## src/rtl/lsu_pkg.sv

```systemverilog
// Shared types for the load/store unit: decode load/store selects, FSM states
// and the misalignment rule used when LSU_MISALIGN_CHK_EN is defined.
package lsu_pkg;

   typedef enum logic [2:0] {
      LD_LB   = 3'd0,
      LD_LH   = 3'd1,
      LD_LW   = 3'd2,
      LD_LBU  = 3'd3,
      LD_LHU  = 3'd4,
      LD_NONE = 3'd5
   } ld_sel_e;

   typedef enum logic [1:0] {
      ST_SB = 2'd0,
      ST_SH = 2'd1,
      ST_SW = 2'd2
   } st_sel_e;

   typedef enum logic [1:0] {
      S_IDLE = 2'd0,
      S_REQ  = 2'd1,
      S_DONE = 2'd2
   } lsu_state_e;

   localparam int DATA_W = 32;

   // Half accesses need an even address, word accesses a multiple of four.
   function automatic logic is_misaligned(input logic       we,
                                          input logic [2:0] ld_sel,
                                          input logic [1:0] st_sel,
                                          input logic [1:0] addr_lo);
      logic mis;
      mis = 1'b0;
      if (we) begin
         case (st_sel)
            ST_SB:   mis = 1'b0;
            ST_SH:   mis = addr_lo[0];
            default: mis = |addr_lo;
         endcase
      end else begin
         case (ld_sel)
            LD_LH, LD_LHU: mis = addr_lo[0];
            LD_LW:         mis = |addr_lo;
            default:       mis = 1'b0;
         endcase
      end
      return mis;
   endfunction

endpackage

```

## src/rtl/lsu_align.sv

```systemverilog
// Byte-lane steering: store byte-enable/replication and load extraction with
// sign or zero extension. Purely combinational.
module lsu_align
   import lsu_pkg::*;
(
   input  logic        i_we,
   input  logic [2:0]  i_ld_sel,
   input  logic [1:0]  i_st_sel,
   input  logic [1:0]  i_addr_lo,
   input  logic [31:0] i_st_data,
   input  logic [31:0] i_rdata,
   output logic [3:0]  o_bmask,
   output logic [31:0] o_wdata,
   output logic [31:0] o_ld_data
);

   logic [7:0]  w_byte;
   logic [15:0] w_half;

   // Select the addressed byte and half-word from the read word.
   always_comb begin
      case (i_addr_lo)
         2'd0:    w_byte = i_rdata[7:0];
         2'd1:    w_byte = i_rdata[15:8];
         2'd2:    w_byte = i_rdata[23:16];
         default: w_byte = i_rdata[31:24];
      endcase
      w_half = i_addr_lo[1] ? i_rdata[31:16] : i_rdata[15:0];
   end

   // Store lanes: replicate the datum across the word so any lane can take it.
   always_comb begin
      o_bmask = 4'b1111;
      o_wdata = i_st_data;
      if (i_we) begin
         case (i_st_sel)
            ST_SB: begin
               o_bmask = 4'b0001 << i_addr_lo;
               o_wdata = {4{i_st_data[7:0]}};
            end
            ST_SH: begin
               o_bmask = i_addr_lo[1] ? 4'b1100 : 4'b0011;
               o_wdata = {2{i_st_data[15:0]}};
            end
            default: begin
               o_bmask = 4'b1111;
               o_wdata = i_st_data;
            end
         endcase
      end else begin
         o_bmask = 4'b1111;
         o_wdata = i_st_data;
      end
   end

   // Load extension.
   always_comb begin
      case (i_ld_sel)
         LD_LB:   o_ld_data = {{24{w_byte[7]}}, w_byte};
         LD_LH:   o_ld_data = {{16{w_half[15]}}, w_half};
         LD_LW:   o_ld_data = i_rdata;
         LD_LBU:  o_ld_data = {24'h000000, w_byte};
         LD_LHU:  o_ld_data = {16'h0000, w_half};
         default: o_ld_data = 32'h0000_0000;
      endcase
   end

endmodule

```

## src/rtl/load_store_unit.sv

```systemverilog
// Load/store unit: turns one decoded access into a word-aligned req/ack memory
// transaction. Define LSU_MISALIGN_CHK_EN to trap misaligned half/word accesses.
module load_store_unit
   import lsu_pkg::*;
#(
   parameter int ADDR_W = 32
) (
   input  logic              i_clk,
   input  logic              i_rst_n,
   input  logic              i_req,
   input  logic              i_mem_wren,
   input  logic [2:0]        i_ld_sel,
   input  logic [1:0]        i_st_sel,
   input  logic [ADDR_W-1:0] i_addr,
   input  logic [31:0]       i_st_data,
   output logic              o_busy,
   output logic              o_done,
   output logic [31:0]       o_ld_data,
   output logic              o_misalign,
   output logic              o_mem_req,
   output logic              o_mem_we,
   output logic [ADDR_W-1:0] o_mem_addr,
   output logic [31:0]       o_mem_wdata,
   output logic [3:0]        o_mem_bmask,
   input  logic              i_mem_ack,
   input  logic [31:0]       i_mem_rdata
);

   lsu_state_e        r_state;
   ld_sel_e           r_ld_sel;
   logic [1:0]        r_addr_lo;
   logic              r_done;
   logic              r_misalign;
   logic [31:0]       r_ld_data;
   logic              r_mem_req;
   logic              r_mem_we;
   logic [ADDR_W-1:0] r_mem_addr;
   logic [31:0]       r_mem_wdata;
   logic [3:0]        r_mem_bmask;

   logic              w_valid;
   logic              w_misalign;
   logic [1:0]        w_addr_lo;
   logic [3:0]        w_bmask;
   logic [31:0]       w_wdata;
   logic [31:0]       w_ld_data;

   assign w_valid = i_req & (i_mem_wren | (i_ld_sel <= 3'd4));

`ifdef LSU_MISALIGN_CHK_EN
   assign w_misalign = is_misaligned(i_mem_wren, i_ld_sel, i_st_sel, i_addr[1:0]);
`else
   assign w_misalign = 1'b0;
`endif

   // Store steering uses the live request in IDLE; load extraction uses the captured lane.
   assign w_addr_lo = (r_state == S_IDLE) ? i_addr[1:0] : r_addr_lo;

   lsu_align u_align (
      .i_we      (i_mem_wren),
      .i_ld_sel  (r_ld_sel),
      .i_st_sel  (i_st_sel),
      .i_addr_lo (w_addr_lo),
      .i_st_data (i_st_data),
      .i_rdata   (i_mem_rdata),
      .o_bmask   (w_bmask),
      .o_wdata   (w_wdata),
      .o_ld_data (w_ld_data)
   );

   // Access sequencer with registered memory-side and completion outputs.
   always_ff @(posedge i_clk or negedge i_rst_n) begin
      if (!i_rst_n) begin
         r_state     <= S_IDLE;
         r_ld_sel    <= LD_LB;
         r_addr_lo   <= 2'b00;
         r_done      <= 1'b0;
         r_misalign  <= 1'b0;
         r_ld_data   <= 32'h0000_0000;
         r_mem_req   <= 1'b0;
         r_mem_we    <= 1'b0;
         r_mem_addr  <= '0;
         r_mem_wdata <= 32'h0000_0000;
         r_mem_bmask <= 4'b0000;
      end else begin
         case (r_state)
            S_IDLE: begin
               r_done     <= 1'b0;
               r_misalign <= 1'b0;
               if (w_valid) begin
                  r_ld_sel  <= ld_sel_e'(i_ld_sel);
                  r_addr_lo <= i_addr[1:0];
                  if (w_misalign) begin
                     r_state    <= S_DONE;
                     r_done     <= 1'b1;
                     r_misalign <= 1'b1;
                     r_ld_data  <= 32'h0000_0000;
                  end else begin
                     r_state     <= S_REQ;
                     r_mem_req   <= 1'b1;
                     r_mem_we    <= i_mem_wren;
                     r_mem_addr  <= {i_addr[ADDR_W-1:2], 2'b00};
                     r_mem_wdata <= w_wdata;
                     r_mem_bmask <= i_mem_wren ? w_bmask : 4'b1111;
                  end
               end
            end
            S_REQ: begin
               if (i_mem_ack) begin
                  r_state    <= S_DONE;
                  r_mem_req  <= 1'b0;
                  r_done     <= 1'b1;
                  r_misalign <= 1'b0;
                  r_ld_data  <= r_mem_we ? 32'h0000_0000 : w_ld_data;
               end
            end
            S_DONE: begin
               // The core still presents the finished instruction here, so i_req is not looked at.
               r_state    <= S_IDLE;
               r_done     <= 1'b0;
               r_misalign <= 1'b0;
            end
            default: begin
               r_state    <= S_IDLE;
               r_mem_req  <= 1'b0;
               r_done     <= 1'b0;
               r_misalign <= 1'b0;
            end
         endcase
      end
   end

   assign o_busy      = ((r_state == S_IDLE) & w_valid) | (r_state == S_REQ);
   assign o_done      = r_done;
   assign o_misalign  = r_misalign;
   assign o_ld_data   = r_ld_data;
   assign o_mem_req   = r_mem_req;
   assign o_mem_we    = r_mem_we;
   assign o_mem_addr  = r_mem_addr;
   assign o_mem_wdata = r_mem_wdata;
   assign o_mem_bmask = r_mem_bmask;

endmodule

```

## config.mk

```make
export PLATFORM = sky130hd
export DESIGN_NAME = load_store_unit
export DESIGN_NICKNAME = d
export VERILOG_FILES = /design/src/rtl/lsu_pkg.sv /design/src/rtl/lsu_align.sv /design/src/rtl/load_store_unit.sv
export SDC_FILE = /design/constraint.sdc
export NUM_CORES = 1
export LEC_CHECK = 0
export CORE_MARGIN = 1.5
export CORE_UTILIZATION = 38
export CTS_CLUSTER_DIAMETER = 40
export DETAILED_ROUTE_END_ITERATION = 6
export PLACE_DENSITY = 0.76
export SYNTH_ARGS = -nofsm -noshare
export SYNTH_HDL_FRONTEND = slang
export SYNTH_SLANG_ARGS = --single-unit
export TNS_END_PERCENT = 1
```

## constraint.sdc

```tcl
create_clock -name i_clk -period 2 [get_ports i_clk]
set_input_delay 0.4 -clock i_clk [delete_from_list [all_inputs] [get_ports i_clk]]
set_output_delay 0.4 -clock i_clk [all_outputs]
set_load 0.01 [all_outputs]
```

# --- Word level (Yosys, flattened, before mapping) ---
# Index checks and enable logic that the tools add are counted.
word_totals:
  ff_bits: 109
  in_bits: 106
  out_inout_bits: 105
op_classes:
  magnitude_cmp: 1
  n_eq_ne: 11
  n_shift: 1
  muxes: 19
  n_bitwise: 5
  reduce_logical: 8
op_table:
  columns: ["operator", "n"]
  rows:
  - ["32-bit case mux with 5 select lines", 1]
  - ["32-bit two-way mux", 2]
  - ["32-bit case mux with 2 select lines", 1]
  - ["8-bit case mux with 3 select lines", 1]
  - ["16-bit two-way mux", 1]
  - ["4-bit two-way mux", 2]
  - ["4-bit case mux with 2 select lines", 1]
  - ["2-bit by 1-bit == test with 1-bit output, second input constant", 3]
  - ["3-bit by 2-bit == test with 1-bit output, second input constant", 2]
  - ["2-bit zero test", 3]
  - ["2-bit two-way mux", 3]
  - ["2-bit AND reduction", 3]
  - ["1-bit two-way mux", 5]
  - ["2-bit == test, second input constant", 2]
  - ["2-bit inequality test, second input constant", 2]
  - ["2-bit case mux with 2 select lines", 1]
  - ["1-bit by 2-bit << shifter with 4-bit output, first input constant", 1]
  - ["3-bit by 1-bit == test with 1-bit output, second input constant", 1]
  - ["3-bit == test, second input constant", 1]
  - ["3-bit <= comparator, second input constant", 1]
  - ["3-bit zero test", 1]
  - ["1-bit case mux with 3 select lines", 1]
  - ["3-bit AND reduction", 1]
  - ["1-bit AND", 2]
  - ["2 further kinds", 3]

# --- Logic depth before layout (Yosys ltp) ---
# Gate-level depths: netlist of the first run.
depth:
  word_depth: 6
  ltp_mapped: 9

# --- Modules after synthesis ---
# A second synthesis of the first run with hierarchy kept.
hier_totals:
  cells_unflattened: 543
  area_unflattened_um2: 6032.0
by_module_without_submodules:
  columns: ["mod", "n_inst", "cells_per_inst", "area_each_um2", "seq_area_each_um2"]
  rows:
  - ["load_store_unit", 1, 320, 4588.2, 2702.6]
  - ["lsu_align", 1, 223, 1443.9, 0.0]

# --- Worst setup path after synthesis of the first run ---
# No wires, ideal clock.
synth_timing:
  path_type: "register to register"
  start: "register r_state[0]"
  end: "register r_ld_data[22], in the netlist o_ld_data[22]"
  t_arrival_ns: 2.011
  required_ns: 1.934
  setup_slack_ns: -0.078
  stages_incl_launch_ff: 8
  n_path_buf: 1
  cell_sequence: "dfrtp_1 -> nor2_4 -> mux2_2 -> nor2_1 -> mux2_4 -> nor4_4 -> buf_6 -> a221o_1"
synth_via:
  elab_chain_cells: 6
  word_cells_on_any_way: 11
  cone_classes: "3 x eq/ne; 5 x mux; 3 x reduce/logical"
synth_rtl:
  columns: ["element", "line", "rtl"]
  rows:
  - ["start: declaration", "load_store_unit.sv:29", "lsu_state_e r_state;"]
  - ["start signal: assignment", "load_store_unit.sv:74", "r_state <= S_IDLE;"]
  - ["start signal: assignment", "load_store_unit.sv:94", "r_state <= S_DONE;"]
  - ["start signal: assignment", "load_store_unit.sv:99", "r_state <= S_REQ;"]
  - ["2-bit zero test", "load_store_unit.sv:57, load_store_unit.sv:86", null]
  - ["2-bit two-way mux", "load_store_unit.sv:57", "assign w_addr_lo = (r_state == S_IDLE) ? i_addr[1:0] : r_addr_lo;"]
  - ["2-bit == test (tied with other cells)", "lsu_align.sv:22", "case (i_addr_lo)"]
  - ["8-bit case mux with 3 select lines", "lsu_align.sv:22", null]
  - ["32-bit case mux with 5 select lines", "lsu_align.sv:58", "case (i_ld_sel)"]
  - ["32-bit two-way mux", "load_store_unit.sv:114", "r_ld_data <= r_mem_we ? 32'h0000_0000 : w_ld_data;"]
  - ["end signal: assignment", "load_store_unit.sv:114", null]
  - ["end: declaration", "load_store_unit.sv:34", "logic [31:0] r_ld_data;"]
# Parallel ways exist; a longest one is shown, timed or not.
# A chain may end at the register's enable or synchronous reset.

# --- Final worst setup path of the first run ---
layout_timing:
  start: "input i_ld_sel[1]"
  end: "output o_busy"
layout_via:
  elab_chain_cells: 5
layout_rtl:
  columns: ["element", "line", "rtl"]
  rows:
  - ["start: declaration", "load_store_unit.sv:12", "input logic [2:0] i_ld_sel,"]
  - ["3-bit <= comparator", "load_store_unit.sv:48", "assign w_valid = i_req & (i_mem_wren | (i_ld_sel <= 3'd4));"]
  - ["1-bit OR", "load_store_unit.sv:48", null]
  - ["1-bit AND", "load_store_unit.sv:48", null]
  - ["1-bit AND", "load_store_unit.sv:133", "assign o_busy = ((r_state == S_IDLE) & w_valid) | (r_state == S_REQ);"]
  - ["1-bit OR", "load_store_unit.sv:133", null]
  - ["end: declaration", "load_store_unit.sv:16", "output logic o_busy,"]
# No other way between the ends.

==> metrics, run 1 <==
Die Y-Extent=117 µm; CP Cell Sequence=clkdlybuf4s50_1, o211ai_1, buf_4, nand3_4, nand2_1, clkdlybuf4s15_1; Max Cap Violations=0; clock-pin slew on the worst setup and hold paths=0.07 ns; P&R area growth vs syn=58.4%; Clock Sinks=108; FILL cells=1,100; skew final=0.00826 ns; Worst VDD drop=0.666 mV; share of layout cells above drive strength 1=0.105; Total GRT Usage=0.233; Pleak=0.00353 µW; Worst Path Buf+Inv=3; critical path class=primary input to output pin; FMAX=485 MHz; clock network power share=0.181; cell row count=41; FF+latch area=2700 µm²; largest net degree at the start of global routing=97; status=finished with violations; RSZ-0062 raised after global routing=yes; nets=851; Final period util=1.03; initial antenna violation count=0; total wire length=15.7 mm; #FFs+latches synth=108; CTS tree=yes; HP Start=o_mem_addr[13]; IO buf count=207; endpoints failing setup=18; worst skew pair latency=0.35 ns; via count=4,845; power per cell area=1180 nW/µm²; ant diodes=0; failing checks=setup timing; Syn Inst Count=515; Synth area leaders=dfrtp_1 55%, nand2_1 14%, a221o_1 3.3%; total CTS buffers=9; Starting Density=0.388; number of remaining DRC errors=0; worst endpoint required time=1.60 ns; Crit path depth=6; IO Pins=211; clock tree buffer depth=2; half-perimeter wire length after placement=11.7 mm; Crit Reg-Reg Startpoint=r_state[1]; max-slew violations=0; 1st-pass router iterations=5; Reg-to-Reg End=o_ld_data[23]; Detail Route Antenna Nets=0; vias in the first global route=4,820; final worst setup slack=-0.0622 ns; Pwr Total=9180 µW; routability cong.=0.837; arrival time at the worst endpoint=1.66 ns; Non-Filler Instances=922; asr flop ratio synth=1.00; Logic pwr share=0.448; grt ovf=0; cell taking the most area after synthesis=dfrtp_1; worst hold path class=flop to flop; first-pass GRT wire length=24.1 mm; delay-heaviest family, CP=buffers and inverters; final worst path period need=2.06 ns; Worst path slowest cell=clkdlybuf4s50_1; vias per std cell=5.25; CP max FO=2; Relative slew margins=0.574; Hold WS=0.473 ns; sequential power share=0.371; worst r2r path cells=7; Sw Pwr=3110 µW; r2r setup slk=-0.05 ns; crit end category=output pin; Std-Cell Core Area=12,600 µm²; endpoint of the worst setup timing path=o_busy; drt wl/cell=17.0 µm; area of the multi-input gates=2070 µm²; Crit path largest cell delay=0.47 ns; switch share=0.339; warnings from Yosys=0; placed insts=905; Root Buffer=clkbuf_16; EDFF count, synth=0; Critical path origin=i_ld_sel[1]; synthesized area=4900 µm²; pre-CTS setup slack=-0.437 ns; Seq/Total Area, Yosys=0.552; Post-synth top flop=dfrtp_1; Initial DRC Count=410; Yosys top cell area share=0.552; Avg Inst Size Synth=9.51 µm²; H-Tree Depth=3; die width=117 µm; Die Area=13,600 µm²; critical path startpoint category=primary input; count of final hold-check violations=0; Worst Tran Pin Value=0.639 ns; Synth cell types=46; cell internal pwr=6070 µW
-- registers in the layout, summed over array words and instances (netlist names) --
register     flops
o_ld_data       32
o_mem_wdata     32
o_mem_addr      30
o_mem_bmask      4
r_ld_sel         3
r_addr_lo        2
r_state          2
o_done           1
o_mem_req        1
o_mem_we         1
-- repair_timing --
action                                 in CTS  in global routing
hold buffers                                1                  0
setup buffers                               0                  0
pin swaps                                   1                  1
endpoints found under the hold margin      17                  0
resized for setup                           4                  6
setup endpoints to repair                  36                101
-- per-layer routing --
| metal | share of wire | GRT usage | vias to the layer above |
|---|---|---|---|
| met5 | 0 | 0 | - |
| li1 | - | - | 2245 |
| met2 | 0.45 | 0.368 | 241 |
| met1 | 0.42 | 0.293 | 2328 |
| met3 | 0.099 | 0.0747 | 31 |
| met4 | 0.029 | 0.107 | 0 |
-- layout by cell type (no fill, tap or decap), types with 8 or more instances in the layout --
cell type and instances:
dfrtp_1 108, a221o_1 16, nand2_1 186, nor2b_1 8, clkdlybuf4s50_1 205, mux2i_1 9
buf_4 39, o221ai_1 14, o21ai_0 16, o31ai_1 16, nor2_1 26, a211oi_1 8
clkbuf_16 9
-- power by group through the flow --
stage          logic [µW]  clock network [µW]  registers, µW
2_1_floorplan        1400                   0           3700
3_3_place_gp         4010                   0           3400
3_5_place_dp         4090                   0           3430
4_1_cts              4120                1700           3410
5_1_grt              4470                1780           3490
6_report             4120                1660           3400
-- kinds of logic after synthesis --
group | synth area share
buffers and inverters | 0.0365
XOR/XNOR | 0.00179
other | 0.000766
flip-flops | 0.552
AO/OA/AOI/OAI | 0.167
AND/OR/NAND/NOR | 0.209
multiplexers | 0.0330
-- worst min-delay path, delay by kind of cell (launching register included) --
family        cells  cell delay (ns)
flops             1             0.34
simple gates      2             0.10
-- how the worst min path moves through the flow --
stage	endpoint	cells past startpoint
floorplan	o_done	0
global placement	o_mem_wdata[11]	1
detailed placement	o_mem_wdata[28]	1
CTS	o_mem_addr[13]	2
global route	o_mem_addr[4]	2
finish	o_mem_addr[13]	2
-- cells in the mapped netlist, types with 8 or more instances --
cell type,instances
a221o_1,16
o221ai_1,14
mux2i_1,12
nand2_1,186
clkbuf_1,24
dfrtp_1,108
o21ai_0,17
o31ai_1,16
nor2b_1,9
nor2_1,27
a211oi_1,8
-- stage by stage --
step                setup TNS, ns  area (µm²)  utilization
global placement           -26.52        7450        0.590
CTS                        -0.780        7730        0.613
global route                -1.54        7750        0.615
floorplan                  -0.779        4900            -
finish                     -0.634        7750        0.615
detailed placement         -30.05        7450        0.590
-- layout make-up --
type / count / share of cell area
well taps: 172 / 0.0278
flip-flops and latches: 108 / 0.348
clock buffers: 12 / 0.0318
multi-input cells: 368 / 0.267
inverters: 6 / 0.00290
repair buffers: 252 / 0.319
clock inverters: 4 / 0.00323
Power figures use the tool's default switching activity.
==> run 2: changes to the inputs <==
--- a/config.mk
+++ b/config.mk
@@ -5,11 +5,12 @@
 export SDC_FILE = /design/constraint.sdc
 export NUM_CORES = 1
 export LEC_CHECK = 0
+export ABC_AREA = 1
 export CORE_MARGIN = 1.5
-export CORE_UTILIZATION = 38
+export CORE_UTILIZATION = 41
 export CTS_CLUSTER_DIAMETER = 40
 export DETAILED_ROUTE_END_ITERATION = 6
-export PLACE_DENSITY = 0.76
+export PLACE_DENSITY = 0.78
 export SYNTH_ARGS = -nofsm -noshare
 export SYNTH_HDL_FRONTEND = slang
 export SYNTH_SLANG_ARGS = --single-unit
==> metrics, run 2 <==
most frequent cell after synthesis=nand2_1; worst skew pair latency=0.35 ns; count of final hold-check violations=0; worst endpoint required time=1.60 ns; number of remaining DRC errors=0; cell row count=42; synthesized area=5720 µm²; endpoints failing setup=0; Detail Route Antenna Nets=0; 1st-pass router iterations=7; FILL cells=1,263; warnings from Yosys=0; CTS tree=yes; H-Tree Depth=3; Worst Path Buf+Inv=2; Crit Reg-Reg Startpoint=r_state[0]; Syn Inst Count=819; half-perimeter wire length after placement=12.7 mm; first-pass GRT wire length=28.0 mm; worst r2r path cells=10; total wire length=17.0 mm; asr flop ratio synth=1.00; final core occ=0.624; initial antenna violation count=0; IO buf count=207; via count=5,782; vias in the first global route=5,629; Worst VDD drop=0.656 mV; Sw Pwr=3770 µW; Worst path slowest cell=clkdlybuf4s50_1; largest net degree at the start of global routing=46; hold endpoint=o_ld_data[19]; Pwr Total=10,100 µW; r2r setup slk=0.32 ns; nets=1,135; Avg Inst Size Synth=6.98 µm²; Starting Density=0.425; commonest cells after routing, fill and taps aside=374 x nand2_1, 205 x clkdlybuf4s50_1, 108 x dfrtp_1; Synth area leaders=dfrtp_1 47%, nand2_1 25%, nand3_1 5.7%; Synth cell types=25; Crit path largest cell delay=0.43 ns; max-slew violations=0; routability cong.=0.841; CP max FO=2; Initial DRC Count=347; status=completed; clock network power share=0.175; Logic pwr share=0.480; pre-CTS setup slack=-0.391 ns; final worst setup slack=0.0477 ns; Final period util=0.976; RSZ-0062 raised after global routing=no; Max Cap Violations=0; IO Pins=211; critical path class=primary input to output pin; vias per std cell=4.78; critical path startpoint category=primary input; Clock Sinks=108; Std-Cell Core Area=13,500 µm²; Die Area=14,700 µm²; die width=121 µm; Post-synth top flop=dfrtp_1; #FFs+latches synth=108; WHS Path Cells=2; worst hold path class=flop to flop; FMAX=512 MHz; clock-pin slew on the worst setup and hold paths=0.07 ns; total CTS buffers=9; delay-heaviest family, CP=buffers and inverters; skew final=0.00664 ns; cell taking the most area after synthesis=dfrtp_1; HP Start=o_ld_data[19]; share of layout cells above drive strength 1=0.0745; Root Buffer=clkbuf_16; Die Y-Extent=121 µm; Total GRT Usage=0.244; commonest non-fill, non-tap cell in the layout=nand2_1; cell internal pwr=6360 µW; EDFF count, synth=0; arrival time at the worst endpoint=1.55 ns; final worst path period need=1.95 ns; most common library cells after synthesis=375 x nand2_1, 108 x dfrtp_1, 85 x inv_1; Pleak=0.00435 µW; crit end category=output pin; ant diodes=0; Yosys top cell area share=0.472; P&R area growth vs syn=46.7%; Reg-to-Reg End=o_ld_data[22]; power per cell area=1210 nW/µm²; switch share=0.372; grt ovf=0; Seq/Total Area, Yosys=0.472; CP Cell Sequence=clkdlybuf4s50_1, o211ai_1, nand3_2, nand2_2, buf_6; drt wl/cell=14.1 µm; clock tree buffer depth=2; sequential power share=0.345
-- run 2: worst min-delay path: stages (launching register included) --
cell and delay [ns]:
dfrtp_1 0.34, nand2_1 0.05, nand2_1 0.05
-- run 2: kinds of logic (layout without fill, tap and decap cells) --
family / Yosys count / count (layout) / share of synthesized area
buffers and inverters: 137 / 350 / 0.100
AOI/OAI and AO/OA: 73 / 73 / 0.0661
and+or+nand+nor: 500 / 500 / 0.360
DFF: 108 / 108 / 0.472
other: 1 / 3 / 0.000656
-- run 2: timing repair --
item	CTS	global route
setup endpoints to repair	1	36
pin swaps	3	3
hold buffers	1	0
endpoints found under the hold margin	23	0
resized for setup	5	2
setup buffers	0	0
-- run 2: through the flow --
stage	instances	instance area, µm²	hold WS [ns]	TNS [ns]
final	1210	8390	0.478	0
after global routing	1210	8390	0.495	0
after CTS	1210	8380	0.483	0
after detailed placement	1193	8080	0.345	-15.69
after global placement	1193	8080	0.343	-14.47
after floorplan	821	5730	0.104	0
-- run 2: layout make-up --
type | count | area, µm² | share of cell area
clock buffer | 13 | 270 | 0.0322
multi-input combinational | 576 | 2450 | 0.292
sequential | 108 | 2700 | 0.322
timing repair buffer | 238 | 2360 | 0.281
inverter | 96 | 360 | 0.0429
clock inverter | 3 | 26.3 | 0.00313
tap | 176 | 220 | 0.0262
-- run 2: metal layers --
layer,share of wire,GRT usage
met4,0.031,0.0912
met5,0,0
met2,0.46,0.401
met3,0.088,0.0752
met1,0.42,0.304
-- run 2: power by group through the flow --
stage                     Combinational, µW  Sequential [µW]  Clock [µW]
after global placement                 4800             3500           0
after floorplan                        2060             3830           0
final                                  4860             3500        1770
after global routing                   5390             3600        1910
after detailed placement               4870             3510           0
after CTS                              4890             3500        1810
-- run 2: how the worst max path moves through the flow --
| stage | to | start | depth (start not counted) | slack (ns) |
|---|---|---|---|---|
| after global placement | o_busy | i_mem_wren | 6 | -0.41 |
| after CTS | o_busy | i_ld_sel[1] | 5 | 0.03 |
| after global routing | o_busy | i_ld_sel[1] | 5 | 0.01 |
| final | o_busy | i_ld_sel[1] | 5 | 0.05 |
| after detailed placement | o_busy | i_ld_sel[0] | 5 | -0.39 |
| after floorplan | o_busy | i_mem_wren | 6 | 0.34 |
==> run 3: changes to the inputs <==
--- a/config.mk
+++ b/config.mk
@@ -7,10 +7,10 @@
 export LEC_CHECK = 0
 export ABC_AREA = 1
 export CORE_MARGIN = 1.5
-export CORE_UTILIZATION = 41
+export CORE_UTILIZATION = 49
 export CTS_CLUSTER_DIAMETER = 40
 export DETAILED_ROUTE_END_ITERATION = 6
-export PLACE_DENSITY = 0.78
+export PLACE_DENSITY = 0.87
 export SYNTH_ARGS = -nofsm -noshare
 export SYNTH_HDL_FRONTEND = slang
 export SYNTH_SLANG_ARGS = --single-unit
==> constraint.sdc (replaced) <==
create_clock -name i_clk -period 2.5 [get_ports i_clk]
set_input_delay 0.5 -clock i_clk [delete_from_list [all_inputs] [get_ports i_clk]]
set_output_delay 0.5 -clock i_clk [all_outputs]
set_load 0.01 [all_outputs]
==> metrics, run 3 (synthesized netlist as in run 2, its figures left out) <==
status=completed; max-slew violations=0; share of layout cells above drive strength 1=0.0599; post-CTS setup buffer count=0; Relative slew margins=0.372; 1st-pass router iterations=5; clock-pin slew on the worst setup and hold paths=0.07 ns; Final period util=0.861; met3 usage=0.0722; Initial DRC Count=341; worst endpoint required time=2.72 ns; final worst path period need=2.15 ns; cell row count=39; vias in the first global route=5,642; Detail Route Antenna Nets=0; Total GRT Usage=0.270; met2 usage=0.430; RSZ-0062 raised after global routing=no; critical path class=primary input to flop; Worst VDD drop=0.576 mV; post-CTS sizing=0; arrival time at the worst endpoint=2.38 ns; via count=5,860; Placed Area=7900 µm²; Std-Cell Core Area=11,400 µm²; final worst setup slack=0.347 ns; count of final hold-check violations=0; met1 Track Usage GR=0.356; Die Y-Extent=111 µm; Worst Tran Pin Value=0.940 ns; worst hold path class=primary input to async pin; Die Area=12,300 µm²; commonest non-fill, non-tap cell in the layout=nand2_1; final setup TNS=0 ns; die width=111 µm; Root Buffer=clkbuf_16; critical path startpoint category=primary input; Starting Density=0.501; Max Cap Violations=0; initial antenna violation count=0; hold-fix buffer count after cts=0; endpoints failing setup=0; routability cong.=0.897; IO buf count=207; first-pass GRT wire length=27.1 mm; Pleak=0.00429 µW; number of remaining DRC errors=0; crit end category=flop; total wire length=16.4 mm; skew final=0.00874 ns; CP max FO=72; clock tree buffer depth=2; ant diodes=0; IO Pins=211; total CTS buffers=9; drt wl/cell=14.2 µm; Clock Sinks=108; FMAX=464 MHz; largest net degree at the start of global routing=73; post-route cell area=8250 µm²; commonest cells after routing, fill and taps aside=375 x nand2_1, 205 x clkdlybuf4s50_1, 108 x dfrtp_1; vias per std cell=5.05; pre-CTS setup slack=0.0216 ns; power per cell area=994 nW/µm²; CTS tree=yes; half-perimeter wire length after placement=11.9 mm; most used routing layer in global routing=met2; H-Tree Depth=3; worst skew pair latency=0.35 ns; nets=1,119; grt ovf=0; P&R area growth vs syn=44.2%
## run 3: cell count changes in the layout (fill, tap and decap cells not counted), moves of 2 or more
cell / previous run / this run
buf_4: 26 / 14
buf_12: 4 / 2
buf_6: 2 / 0
bufinv_16: 0 / 2
## run 3: layout make-up
type                    instances  area [µm²]
fillers                       898        3170
repair buffers                222        2210
inverters                      96         360
flip-flops and latches        108        2700
clock inverters                 4        77.6
clock buffers                  12         267
multi-input cells             576        2450
well taps                     143         179
## run 3: worst paths after layout
path                       depth (start not counted)              end  slack [ns]     startpoint
min in group i_clk                                 2    o_ld_data[26]        0.48  o_ld_data[26]
min                                                1    o_ld_data[30]        0.17        i_rst_n
max                                                9  o_mem_wdata[29]        0.35     i_mem_wren
max reg2reg                                        7  o_mem_wdata[29]        0.62     r_state[0]
max in group asynchronous                          2     o_ld_data[0]        1.66        i_rst_n
min reg2reg                                        2    o_ld_data[26]        0.48  o_ld_data[26]
## run 3: per-layer routing
metal  part of all wire  vias to the layer above
met5                  0                        -
met4              0.024                        0
met3              0.093                       37
met2               0.46                      271
met1               0.43                     2673
li1                   -                     2879
## run 3: power by group
part | total, µW | internal (µW) | switching [µW]
Sequential | 2800 | 2390 | 405
Clock | 1610 | 966 | 645
Combinational | 3790 | 1850 | 1940
Total | 8200 | 5210 | 2990
## run 3: critical path, stage by stage
cell and delay [ns]:
clkdlybuf4s50_1 0.47, inv_2 0.10, o211ai_1 0.11, nand3_2 0.09
buf_4 0.57, inv_2 0.10, buf_12 0.21, nor2_1 0.12
a21oi_1 0.05
## run 3: stage by stage
stage	util	hold slack, ns	power, µW	cells
after floorplan	-	0.204	4710	821
after global placement	0.692	0.461	6510	1145
after detailed placement	0.692	0.464	6590	1145
after CTS	0.722	0.196	8230	1161
after global routing	0.722	0.226	8760	1161
final	0.722	0.169	8200	1161
